### src/rtl/uart_tx.sv
// rtl/uart_tx.sv - oversampled UART transmitter with optional parity and 1/2 stop bits
module uart_tx #(
  parameter int DATA_BITS  = 8,
  parameter int OVERSAMPLE = 16,
  parameter int PARITY_EN  = 0,
  parameter int PARITY_ODD = 0,
  parameter int STOP_BITS  = 1
) (
  input  logic                 clk,
  input  logic                 rst,
  input  logic                 baud_tick,
  input  logic [DATA_BITS-1:0] tx_data,
  input  logic                 tx_valid,
  output logic                 tx_ready,
  output logic                 ser_out,
  output logic                 tx_busy,
  output logic                 tx_done
);

  localparam int CW = (OVERSAMPLE > 1) ? $clog2(OVERSAMPLE) : 1;

  localparam logic [2:0] IDLE   = 3'd0;
  localparam logic [2:0] START  = 3'd1;
  localparam logic [2:0] DATA   = 3'd2;
  localparam logic [2:0] PARITY = 3'd3;
  localparam logic [2:0] STOP   = 3'd4;

  logic [2:0]           state;
  logic [CW-1:0]        tick_cnt;
  logic [2:0]           bit_cnt;
  logic [DATA_BITS-1:0] shift;
  logic                 par_bit;
  logic                 stop_cnt;
  logic                 bit_end;

  assign bit_end  = baud_tick && (tick_cnt == CW'(OVERSAMPLE - 1));
  assign tx_ready = (state == IDLE) && !rst;
  assign tx_busy  = (state != IDLE);

  always_ff @(posedge clk) begin
    if (rst) begin
      state    <= IDLE;
      tick_cnt <= '0;
      bit_cnt  <= '0;
      shift    <= '0;
      par_bit  <= 1'b0;
      stop_cnt <= 1'b0;
      ser_out  <= 1'b1;
      tx_done  <= 1'b0;
    end else begin
      tx_done <= 1'b0;
      if (state == IDLE) begin
        if (tx_valid) begin
          // Parity is taken from the byte as accepted, since the shift register is consumed
          shift    <= tx_data;
          par_bit  <= (^tx_data) ^ PARITY_ODD[0];
          tick_cnt <= '0;
          bit_cnt  <= '0;
          stop_cnt <= 1'b0;
          ser_out  <= 1'b0;
          state    <= START;
        end
      end else if (baud_tick) begin
        if (!bit_end) begin
          tick_cnt <= tick_cnt + CW'(1);
        end else begin
          tick_cnt <= '0;
          case (state)
            START: begin
              state   <= DATA;
              ser_out <= shift[0];
            end
            DATA: begin
              if (bit_cnt == 3'(DATA_BITS - 1)) begin
                bit_cnt <= '0;
                if (PARITY_EN != 0) begin
                  state   <= PARITY;
                  ser_out <= par_bit;
                end else begin
                  state   <= STOP;
                  ser_out <= 1'b1;
                end
              end else begin
                bit_cnt <= bit_cnt + 3'd1;
                shift   <= shift >> 1;
                ser_out <= shift[1];
              end
            end
            PARITY: begin
              state   <= STOP;
              ser_out <= 1'b1;
            end
            STOP: begin
              if (stop_cnt == 1'(STOP_BITS - 1)) begin
                state    <= IDLE;
                stop_cnt <= 1'b0;
                tx_done  <= 1'b1;
              end else begin
                stop_cnt <= 1'b1;
              end
            end
            default: begin
              state   <= IDLE;
              ser_out <= 1'b1;
            end
          endcase
        end
      end
    end
  end

endmodule

### config.mk
export PLATFORM = sky130hd
export DESIGN_NAME = uart_tx
export DESIGN_NICKNAME = d
export VERILOG_FILES = /design/src/rtl/uart_tx.sv
export SDC_FILE = /design/constraint.sdc
export NUM_CORES = 1
export LEC_CHECK = 0
export BUFFER_PORTS_ARGS = -buffer_cell sky130_fd_sc_hd__clkbuf_2
export CORE_MARGIN = 1
export CORE_UTILIZATION = 30
export DETAILED_ROUTE_END_ITERATION = 8
export GPL_ROUTABILITY_DRIVEN = 1
export SYNTH_ARGS = -nofsm -noshare
export SYNTH_HDL_FRONTEND = slang
export SYNTH_SLANG_ARGS = --single-unit
### constraint.sdc
create_clock -name clk -period 3.8 [get_ports clk]
set_input_delay 0.38 -clock clk [delete_from_list [all_inputs] [get_ports clk]]
set_output_delay 0.38 -clock clk [all_outputs]
set_load 0.03 [all_outputs]
==> results of run 1 <==
## worst register-to-register path: cells and delay by family (launching register included)
family / cells / cell delay [ns]
AOI/OAI and AO/OA: 2 / 0.51
DFF: 1 / 0.54
and+or+nand+nor: 1 / 0.62
## per-layer routing
metal / up-vias / global-route usage / wire length (um)
met5: - / 0 / 0
met4: 0 / 0.0262 / 13
met3: 2 / 0.0399 / 107
met2: 19 / 0.216 / 1080
met1: 461 / 0.188 / 1220
li1: 489 / - / -
## cells by family after synthesis
| family | synth area share |
|---|---|
| muxes | 0.0279 |
| buffers and inverters | 0.0670 |
| DFF | 0.357 |
| AOI/OAI and AO/OA | 0.268 |
| and+or+nand+nor | 0.247 |
| adders and majority gates | 0.0335 |
## layout make-up
cell class / count / area [um^2]
Tap cell: 46 / 57.6
Clock buffer: 4 / 55.1
Multi-Input combinational cell: 88 / 646
Timing Repair Buffer: 16 / 82.6
Inverter: 4 / 15.0
Fill cell: 375 / 2210
Sequential cell: 20 / 400
## state kept, by name, indices dropped and copies added (netlist names)
| signal | count |
|---|---|
| tx_done | 1 |
| state | 3 |
| tick_cnt | 4 |
| shift | 8 |
| bit_cnt | 3 |
| ser_out | 1 |
## cells in the final DEF (no fill, tap or decap), drive strengths merged, types with 2 or more instances in the layout
cell	instances
a21oi	3
a311oi	16
and4	3
clkbuf	19
dfxtp	20
ha	3
inv	4
mux2i	2
nand2	23
nand3	4
nand4	2
nor2	5
nor3	3
nor3b	4
o21ai	4
or4	2
## report_power, final
group	internal (uW)	leakage, uW	switching [uW]
sequential	219	0.000163	9.27
combinational	27.3	0.000270	41.0
clock	92.2	0.0000288	69.0
total	339	0.000462	119
## through the flow
step / cells / power [uW] / util
after floorplan: 122 / 284 / -
after global placement: 174 / 301 / 0.346
after detailed placement: 174 / 302 / 0.346
after CTS: 178 / 465 / 0.362
after global routing: 178 / 482 / 0.362
final: 178 / 458 / 0.362
## final timing paths
path | startpoint | end | slack, ns
setup reg to reg | state[1]$_SDFFE_PP0P_ | shift[5]$_SDFFE_PP0P_ | 1.98
hold reg to reg | shift[7]$_SDFFE_PP0P_ | shift[7]$_SDFFE_PP0P_ | 0.47
setup / recovery | state[1]$_SDFFE_PP0P_ | tx_ready | 1.77
hold / removal | tx_data[1] | shift[1]$_SDFFE_PP0P_ | 0.37
==> results.toml, run 1 <==
[floorplanning]
start_util = 0.323
fp.dieW_um = 63.1
io_pins = 16
floorplan.rows = 21
core_region_area_um2 = 3470
fp.dieArea_um2 = 3990
die_height_um = 63.1

[logic_synthesis]
yosysMostFrequentCell = "sky130_fd_sc_hd__nand2_1"
yosysSeqAreaShare = 0.357
synth.area.top_cells = "sky130_fd_sc_hd__dfxtp_1 (36%), sky130_fd_sc_hd__a311oi_1 (11%), sky130_fd_sc_hd__nand2_1 (7.7%), sky130_fd_sc_hd__ha_1 (3.3%), sky130_fd_sc_hd__buf_2 (2.7%)"
yosys-top-cells-count = "sky130_fd_sc_hd__nand2_1 (23), sky130_fd_sc_hd__dfxtp_1 (20), sky130_fd_sc_hd__a311oi_1 (14)"
synth_seq_cells = 20
synth-edff-count = 0
synthDominantAreaCellType = "sky130_fd_sc_hd__dfxtp_1"
mappedNetlistArea_um2 = 1120
synth.net_count = 137
yosys_most_used_dff = "sky130_fd_sc_hd__dfxtp_1"
proportion_of_synthesized_flip_flops_having_asynchronous_set_or_reset = 0
syn_area_per_cell_um2 = 9.19
yosys_warnings = 0
synthDominantCellAreaShare = 0.357
synthCells = 122
yosysUniqueCellTypes = 40

[finish]
numnets_final = 148
finalInstanceArea_um2 = 1260
area_growth_pct = 12.1
final_layout_size_suffix_gt1_frac = 0.258
diodes = 0

[setup_path]
critical-path-max-stage-delay_ns = 0.80
category_of_the_worst_setup_path_capture_point = "primary output"
worst_path_dominant_cell_family = "flip-flops"
worstSetupPathType = "register to primary output"
ff2ff_path_depth = 3
path_buf_inv = 2
crit_required_ns = 3.42
cp.depth = 4
timing.critical_path.slowest_stage_cell = "sky130_fd_sc_hd__dfxtp_1"
timing.critical_path.from_type = "register"
worstPathArrival_ns = 1.65
worst-path-max-fanout = 22
cp_cell_instances = "nor3_2, inv_2, nor2_1, clkbuf_2"

[timing]
setup_slack_ns = 1.77
worst_clock_skew_ns = 0.00195
relSlewSlack = 0.510
finalCriticalPeriod_ns = 2.03
finalSetupViolations = 0
drv_slew = 0
timing_worst_slew_pin_value_ns = 0.733
grt_setup_unrepaired = "false"
post_route_setup_tns_ns = 0
post-route-period-util = 0.535
max_clock_freq_ghz = 0.492
fin_hold_ws_ns = 0.370
finalHoldViolCount = 0

[clocking]
post_cts_buffers = 0
clk_lat_worst_skew_ns = 0.26
cts_tree = "built"
clock_tree.root_cell = "sky130_fd_sc_hd__clkbuf_8"
cts_made_buffers = 3
cts_hold_repair.buffers = 0
clk_path_buf_depth = 2
cts_resizes = 0
worst_setup_hold_path_clk_slew_ns = 0.07
cts_sinks = 20
cts-htree-levels = 1

[power]
power.leakage_uw = 0.000462
power_per_cell_area_nw_per_um2 = 365
power.ir.vdd_worst_mv = 0.296

[placed_design]
hpwl_um = 1710
dpl_worst_slack_ns = 1.98
final_weighted_congestion_of_routability_driven_global_placement = 0.739
detailed_place.area_um2 = 1200
port_buffers = 15

[grt]
grt_antenna_before_repair = 0
vias_in_the_first_global_route = 975
grt_max_degree = 23
first_pass_grt_wire_length_um = 4460
grt_overflow_total = 0
grt_util_all_layers = 0.138

[routing]
detailedRoute.firstPassIterationCount = 4
drt_antenna_net_count = 0
postRouteWirelength_um = 2420
wire_per_inst_um = 13.6
drt_iter0_drc = 81
post-route-drc-count = 0
vias = 971
drt-vias-per-instance = 5.46

[worst_hold_path]
worst_hold_path_type = "primary input to register"
worst_hold_path.num_cells = 3

[run_status]
outcome = "finished, final reports clean"

[run]
max-cap-violations = 0
No activity file was read; power rests on OpenSTA's default activity.
==> run 2, diff against run 1 <==
==> constraint.sdc (replaced) <==
create_clock -name clk -period 1.6 [get_ports clk]
set_input_delay 0.16 -clock clk [delete_from_list [all_inputs] [get_ports clk]]
set_output_delay 0.16 -clock clk [all_outputs]
set_load 0.03 [all_outputs]
==> run 2 against run 1 <==
Global-route usage grew 1.2 points; hold slack lost 0.22 ns; die area is the same; setup slack lost 1.7 ns; flip-flop and latch count is the same; clock skew is essentially flat; routed wire length grew 13%; count of clock-buffer cells in the layout shrank 1; clock power grew 100%; cell area grew 7.9%; sequential share of layout area shrank 2.2 points; critical path type is now register to register; critical endpoint is now ser_out$_SDFFE_PP1P_; highest routed layer unchanged.
==> results.toml, run 2 (synthesized netlist as in run 1, its figures left out) <==
[run]
max-cap-violations = 0

[routing]
post-route-drc-count = 0
postRouteWirelength_um = 2750
vias = 1018
detailedRoute.firstPassIterationCount = 4
drt_iter0_drc = 93
drt_antenna_net_count = 0
wire_per_inst_um = 14.5
drt-vias-per-instance = 5.36

[finish]
final_common_cell = "sky130_fd_sc_hd__nand2_1"
area_growth_pct = 20.9
largest_reg_flops = 8
nFillCells = 365
numnets_final = 161
highest_count_cells_in_the_layout_ignoring_fill_and_taps = "sky130_fd_sc_hd__nand2_1 (23), sky130_fd_sc_hd__dfxtp_1 (19), sky130_fd_sc_hd__a311oi_1 (14), sky130_fd_sc_hd__clkbuf_2 (14), sky130_fd_sc_hd__buf_4 (14)"
diodes = 0
largest_registers_in_the_final_layout = "shift: 8 flops, tick_cnt: 4 flops"
final_layout_size_suffix_gt1_frac = 0.347
largest_register = "shift"

[floorplanning]
fp.dieW_um = 63.1
start_util = 0.323
fp.dieArea_um2 = 3990
core_region_area_um2 = 3470
die_height_um = 63.1
io_pins = 16
floorplan.rows = 21

[clocking]
cts_sinks = 20
clk_path_buf_depth = 2
worst_setup_hold_path_clk_slew_ns = 0.07
cts_made_buffers = 3
cts-htree-levels = 1
clk_lat_worst_skew_ns = 0.25
cts_hold_repair.buffers = 0
clock_tree.root_cell = "sky130_fd_sc_hd__clkbuf_8"
cts_tree = "built"

[setup_path]
cp_cell_instances = "ha_1, ha_2, o31ai_1, a211oi_1, a311o_1"
worst_path_dominant_cell_family = "compound AO/OA/AOI/OAI gates"
worstSetupPathType = "register to register"
worstPathArrival_ns = 1.67
path_buf_inv = 0
timing.critical_path.from_type = "register"
category_of_the_worst_setup_path_capture_point = "register"
worst-path-max-fanout = 5
critical-path-max-stage-delay_ns = 0.33
crit_required_ns = 1.75
timing.critical_path.slowest_stage_cell = "sky130_fd_sc_hd__dfxtp_1"

[placed_design]
port_buffers = 15
hpwl_um = 1950
final_weighted_congestion_of_routability_driven_global_placement = 0.848
dpl_worst_slack_ns = 0.0196

[grt]
vias_in_the_first_global_route = 1031
grt_util_all_layers = 0.150
grt_antenna_before_repair = 0
grt_overflow_total = 0
first_pass_grt_wire_length_um = 4730
grt_max_degree = 14

[timing]
finalCriticalPeriod_ns = 1.53
worst_clock_skew_ns = 0.00240
finalHoldViolCount = 0
max_clock_freq_ghz = 0.655
timing_worst_slew_pin_value_ns = 0.286
setup_slack_ns = 0.0733
relSlewSlack = 0.808
post-route-period-util = 0.954
finalSetupViolations = 0
drv_slew = 0
grt_setup_unrepaired = "false"

[power]
fin_total_pwr_uw = 1060
power.leakage_uw = 0.000517
power.ir.vdd_worst_mv = 0.426
power_per_cell_area_nw_per_um2 = 783

[worst_hold_path]
worst_hold_path_type = "primary input to register"

[run_status]
outcome = "finished, final reports clean"
## run 2: cell count changes in the layout (fill, tap and decap cells not counted), sizes merged
cell and delta:
clkbuf -2, buf +14
## run 2: what timing repair did
action	in CTS	in global routing
buffers inserted	1	0
pin swaps	1	2
setup endpoints to repair	2	11
gates resized for setup	1	6
## run 2: final cells by class
type	instances	area, um^2	area share
Multi-Input combinational cell	88	657	0.485
Sequential cell	20	402	0.296
Timing Repair Buffer	29	180	0.133
Tap cell	46	57.6	0.0425
Clock buffer	3	41.3	0.0305
Inverter	4	17.5	0.0129
## run 2: per-layer routing
| layer | global-route usage | up-vias | routed length [um] |
|---|---|---|---|
| met2 | 0.239 | 13 | 1350 |
| met5 | 0 | - | 0 |
| met4 | 0.0494 | 0 | 21 |
| li1 | - | 519 | - |
| met1 | 0.193 | 484 | 1280 |
| met3 | 0.0417 | 2 | 95 |
## run 2: worst min-delay path, delay by kind of cell
family,cells,cell delay [ns]
buffers and inverters,1,0.08
AOI/OAI and AO/OA,1,0.07
and+or+nand+nor,1,0.05
## run 2: path summary, 6_finish.rpt
path / from / end / slack, ns / cells after the start
setup / recovery: bit_cnt[0]$_SDFFE_PP0P_ / ser_out$_SDFFE_PP1P_ / 0.07 / 5
setup reg to reg: bit_cnt[0]$_SDFFE_PP0P_ / ser_out$_SDFFE_PP1P_ / 0.07 / 5
hold / removal: tx_data[6] / shift[6]$_SDFFE_PP0P_ / 0.15 / 3
hold reg to reg: shift[7]$_SDFFE_PP0P_ / shift[7]$_SDFFE_PP0P_ / 0.46 / 2
## run 2: stage by stage
stage / instances / hold slack, ns / utilization / instance area (um^2) / TNS [ns]
after floorplan: 122 / 0.326 / - / 1120 / 0
after global placement: 186 / 0.420 / 0.372 / 1290 / -0.00337
after detailed placement: 186 / 0.425 / 0.372 / 1290 / 0
after CTS: 190 / 0.145 / 0.388 / 1350 / 0
after global routing: 190 / 0.155 / 0.391 / 1360 / 0
final: 190 / 0.154 / 0.391 / 1360 / 0
## run 2: where the power goes
| part | internal, uW | leakage, uW | total (uW) | switching, uW |
|---|---|---|---|---|
| registers | 521 | 0.000164 | 538 | 17.6 |
| logic | 86.4 | 0.000332 | 196 | 109 |
| clock network | 168 | 0.0000216 | 327 | 160 |
==> run 3, diff against run 2 <==
==> constraint.sdc (replaced) <==
create_clock -name clk -period 1.6 [get_ports clk]
set_input_delay 0.08 -clock clk [delete_from_list [all_inputs] [get_ports clk]]
set_output_delay 0.08 -clock clk [all_outputs]
set_load 0.03 [all_outputs]
==> run 3 against run 2 <==
Core utilization down 0.54 points; maximum frequency down 0.25%; sequential power about the same; critical path depth up 1; die area unchanged; flip-flop and latch count unchanged; critical path type unchanged; critical endpoint unchanged; highest routed layer unchanged.
==> results.toml, run 3 (synthesized netlist as in run 1, its figures left out) <==
[worst_hold_path]
worst_hold_path_type = "primary input to register"
worst_hold_path.num_cells = 3

[timing]
finalHoldViolCount = 0
timing_worst_slew_pin_value_ns = 0.420
post-route-period-util = 0.957
worst_clock_skew_ns = 0.00446
grt_setup_unrepaired = "false"
fin_hold_ws_ns = 0.0729
relSlewSlack = 0.720
setup_slack_ns = 0.0695
drv_slew = 0
post_route_setup_tns_ns = 0
finalSetupViolations = 0
finalCriticalPeriod_ns = 1.53
max_clock_freq_ghz = 0.653

[finish]
numnets_final = 159
highest_count_cells_in_the_layout_ignoring_fill_and_taps = "sky130_fd_sc_hd__nand2_1 (23), sky130_fd_sc_hd__dfxtp_1 (18), sky130_fd_sc_hd__clkbuf_2 (15)"
final_common_cell = "sky130_fd_sc_hd__nand2_1"
diodes = 0
largest_reg_flops = 8
final_layout_size_suffix_gt1_frac = 0.338
layout.core_utilization = 0.385
area_growth_pct = 19.2
layoutNonFillerInstCount = 188
largest_register = "shift"
nFillCells = 365
largest_registers_in_the_final_layout = "shift: 8 flops, tick_cnt: 4 flops"

[clocking]
clk_lat_worst_skew_ns = 0.25
cts_tree = "built"
cts-htree-levels = 1
clock_tree.root_cell = "sky130_fd_sc_hd__clkbuf_8"
worst_setup_hold_path_clk_slew_ns = 0.07
cts_made_buffers = 3
cts_hold_repair.buffers = 0
cts_sinks = 20
clk_path_buf_depth = 2

[setup_path]
critical-path-max-stage-delay_ns = 0.38
worstSetupPathType = "register to register"
worst-path-max-fanout = 4
worstPathArrival_ns = 1.73
crit_required_ns = 1.80
cp_cell_instances = "ha_1, buf_4, nand4_1, buf_4, a211oi_1, a311o_1"
critical-path-top-cell-by-count = "sky130_fd_sc_hd__buf_4"
ff2ff_path_depth = 6
timing.critical_path.from_type = "register"
timing.critical_path.slowest_stage_cell = "sky130_fd_sc_hd__dfxtp_1"
category_of_the_worst_setup_path_capture_point = "register"

[floorplanning]
io_pins = 16
start_util = 0.323
fp.dieW_um = 63.1
fp.dieArea_um2 = 3990
die_height_um = 63.1
floorplan.rows = 21
core_region_area_um2 = 3470

[grt]
grt_max_degree = 15
first_pass_grt_wire_length_um = 4800
grt_util_all_layers = 0.149
vias_in_the_first_global_route = 1040
grt_antenna_before_repair = 0
grt_overflow_total = 0

[routing]
postRouteWirelength_um = 2720
wire_per_inst_um = 14.5
drt-vias-per-instance = 5.53
drt_iter0_drc = 44
detailedRoute.firstPassIterationCount = 4
drt_antenna_net_count = 0
post-route-drc-count = 0
vias = 1039

[placed_design]
dpl_worst_slack_ns = 0.0248
final_weighted_congestion_of_routability_driven_global_placement = 0.838
placed_insts = 184
hpwl_um = 1990
port_buffers = 15

[power]
power.ir.vdd_worst_mv = 0.414
power.leakage_uw = 0.000511
power_per_cell_area_nw_per_um2 = 787

[run_status]
outcome = "finished, final reports clean"

[run]
max-cap-violations = 0
## run 3: worst paths after layout
kind                                  from  slack, ns               endpoint
setup / recovery  tick_cnt[0]$_SDFFE_PP0P_       0.07   ser_out$_SDFFE_PP1P_
hold / removal                  tx_data[4]       0.07  shift[4]$_SDFFE_PP0P_
setup reg to reg  tick_cnt[0]$_SDFFE_PP0P_       0.07   ser_out$_SDFFE_PP1P_
hold reg to reg      shift[7]$_SDFFE_PP0P_       0.47  shift[7]$_SDFFE_PP0P_
## run 3: area by class of cell
type | count | area, um^2 | area share
multi-input cells | 88 | 654 | 0.490
flip-flops and latches | 20 | 403 | 0.301
repair buffers | 27 | 165 | 0.124
well taps | 46 | 57.6 | 0.0431
clock buffers | 3 | 41.3 | 0.0309
inverters | 4 | 15.0 | 0.0112
## run 3: what timing repair did
action,CTS,global route
hold endpoints to repair,0,0
endpoints found under the setup margin,2,12
resized for setup,1,4
pin swaps,1,1
cloned,0,0
setup buffers,1,0
## run 3: metal layers
metal | track usage | wire length (um)
met1 | 0.205 | 1330
met2 | 0.228 | 1260
met3 | 0.0417 | 121
met4 | 0.0349 | 12
met5 | 0 | 0
## run 3: metrics by stage
stage                     total power (uW)  area, um^2
after global routing                  1100        1340
final                                 1050        1340
after detailed placement               733        1280
after global placement                 728        1280
after CTS                             1070        1330
after floorplan                        673        1120
## run 3: critical path: cells and delay by family, from the launching register on
kind	cells	cell delay (ns)
adder cells (fa/ha/maj)	1	0.18
flip-flops	1	0.38
AND/OR/NAND/NOR	1	0.18
AO/OA/AOI/OAI	2	0.42
buffers and inverters	2	0.33
## run 3: power by group
part | total [uW] | switching (uW) | internal [uW]
registers | 540 | 18.5 | 521
clock network | 323 | 156 | 167
logic | 189 | 108 | 80.8
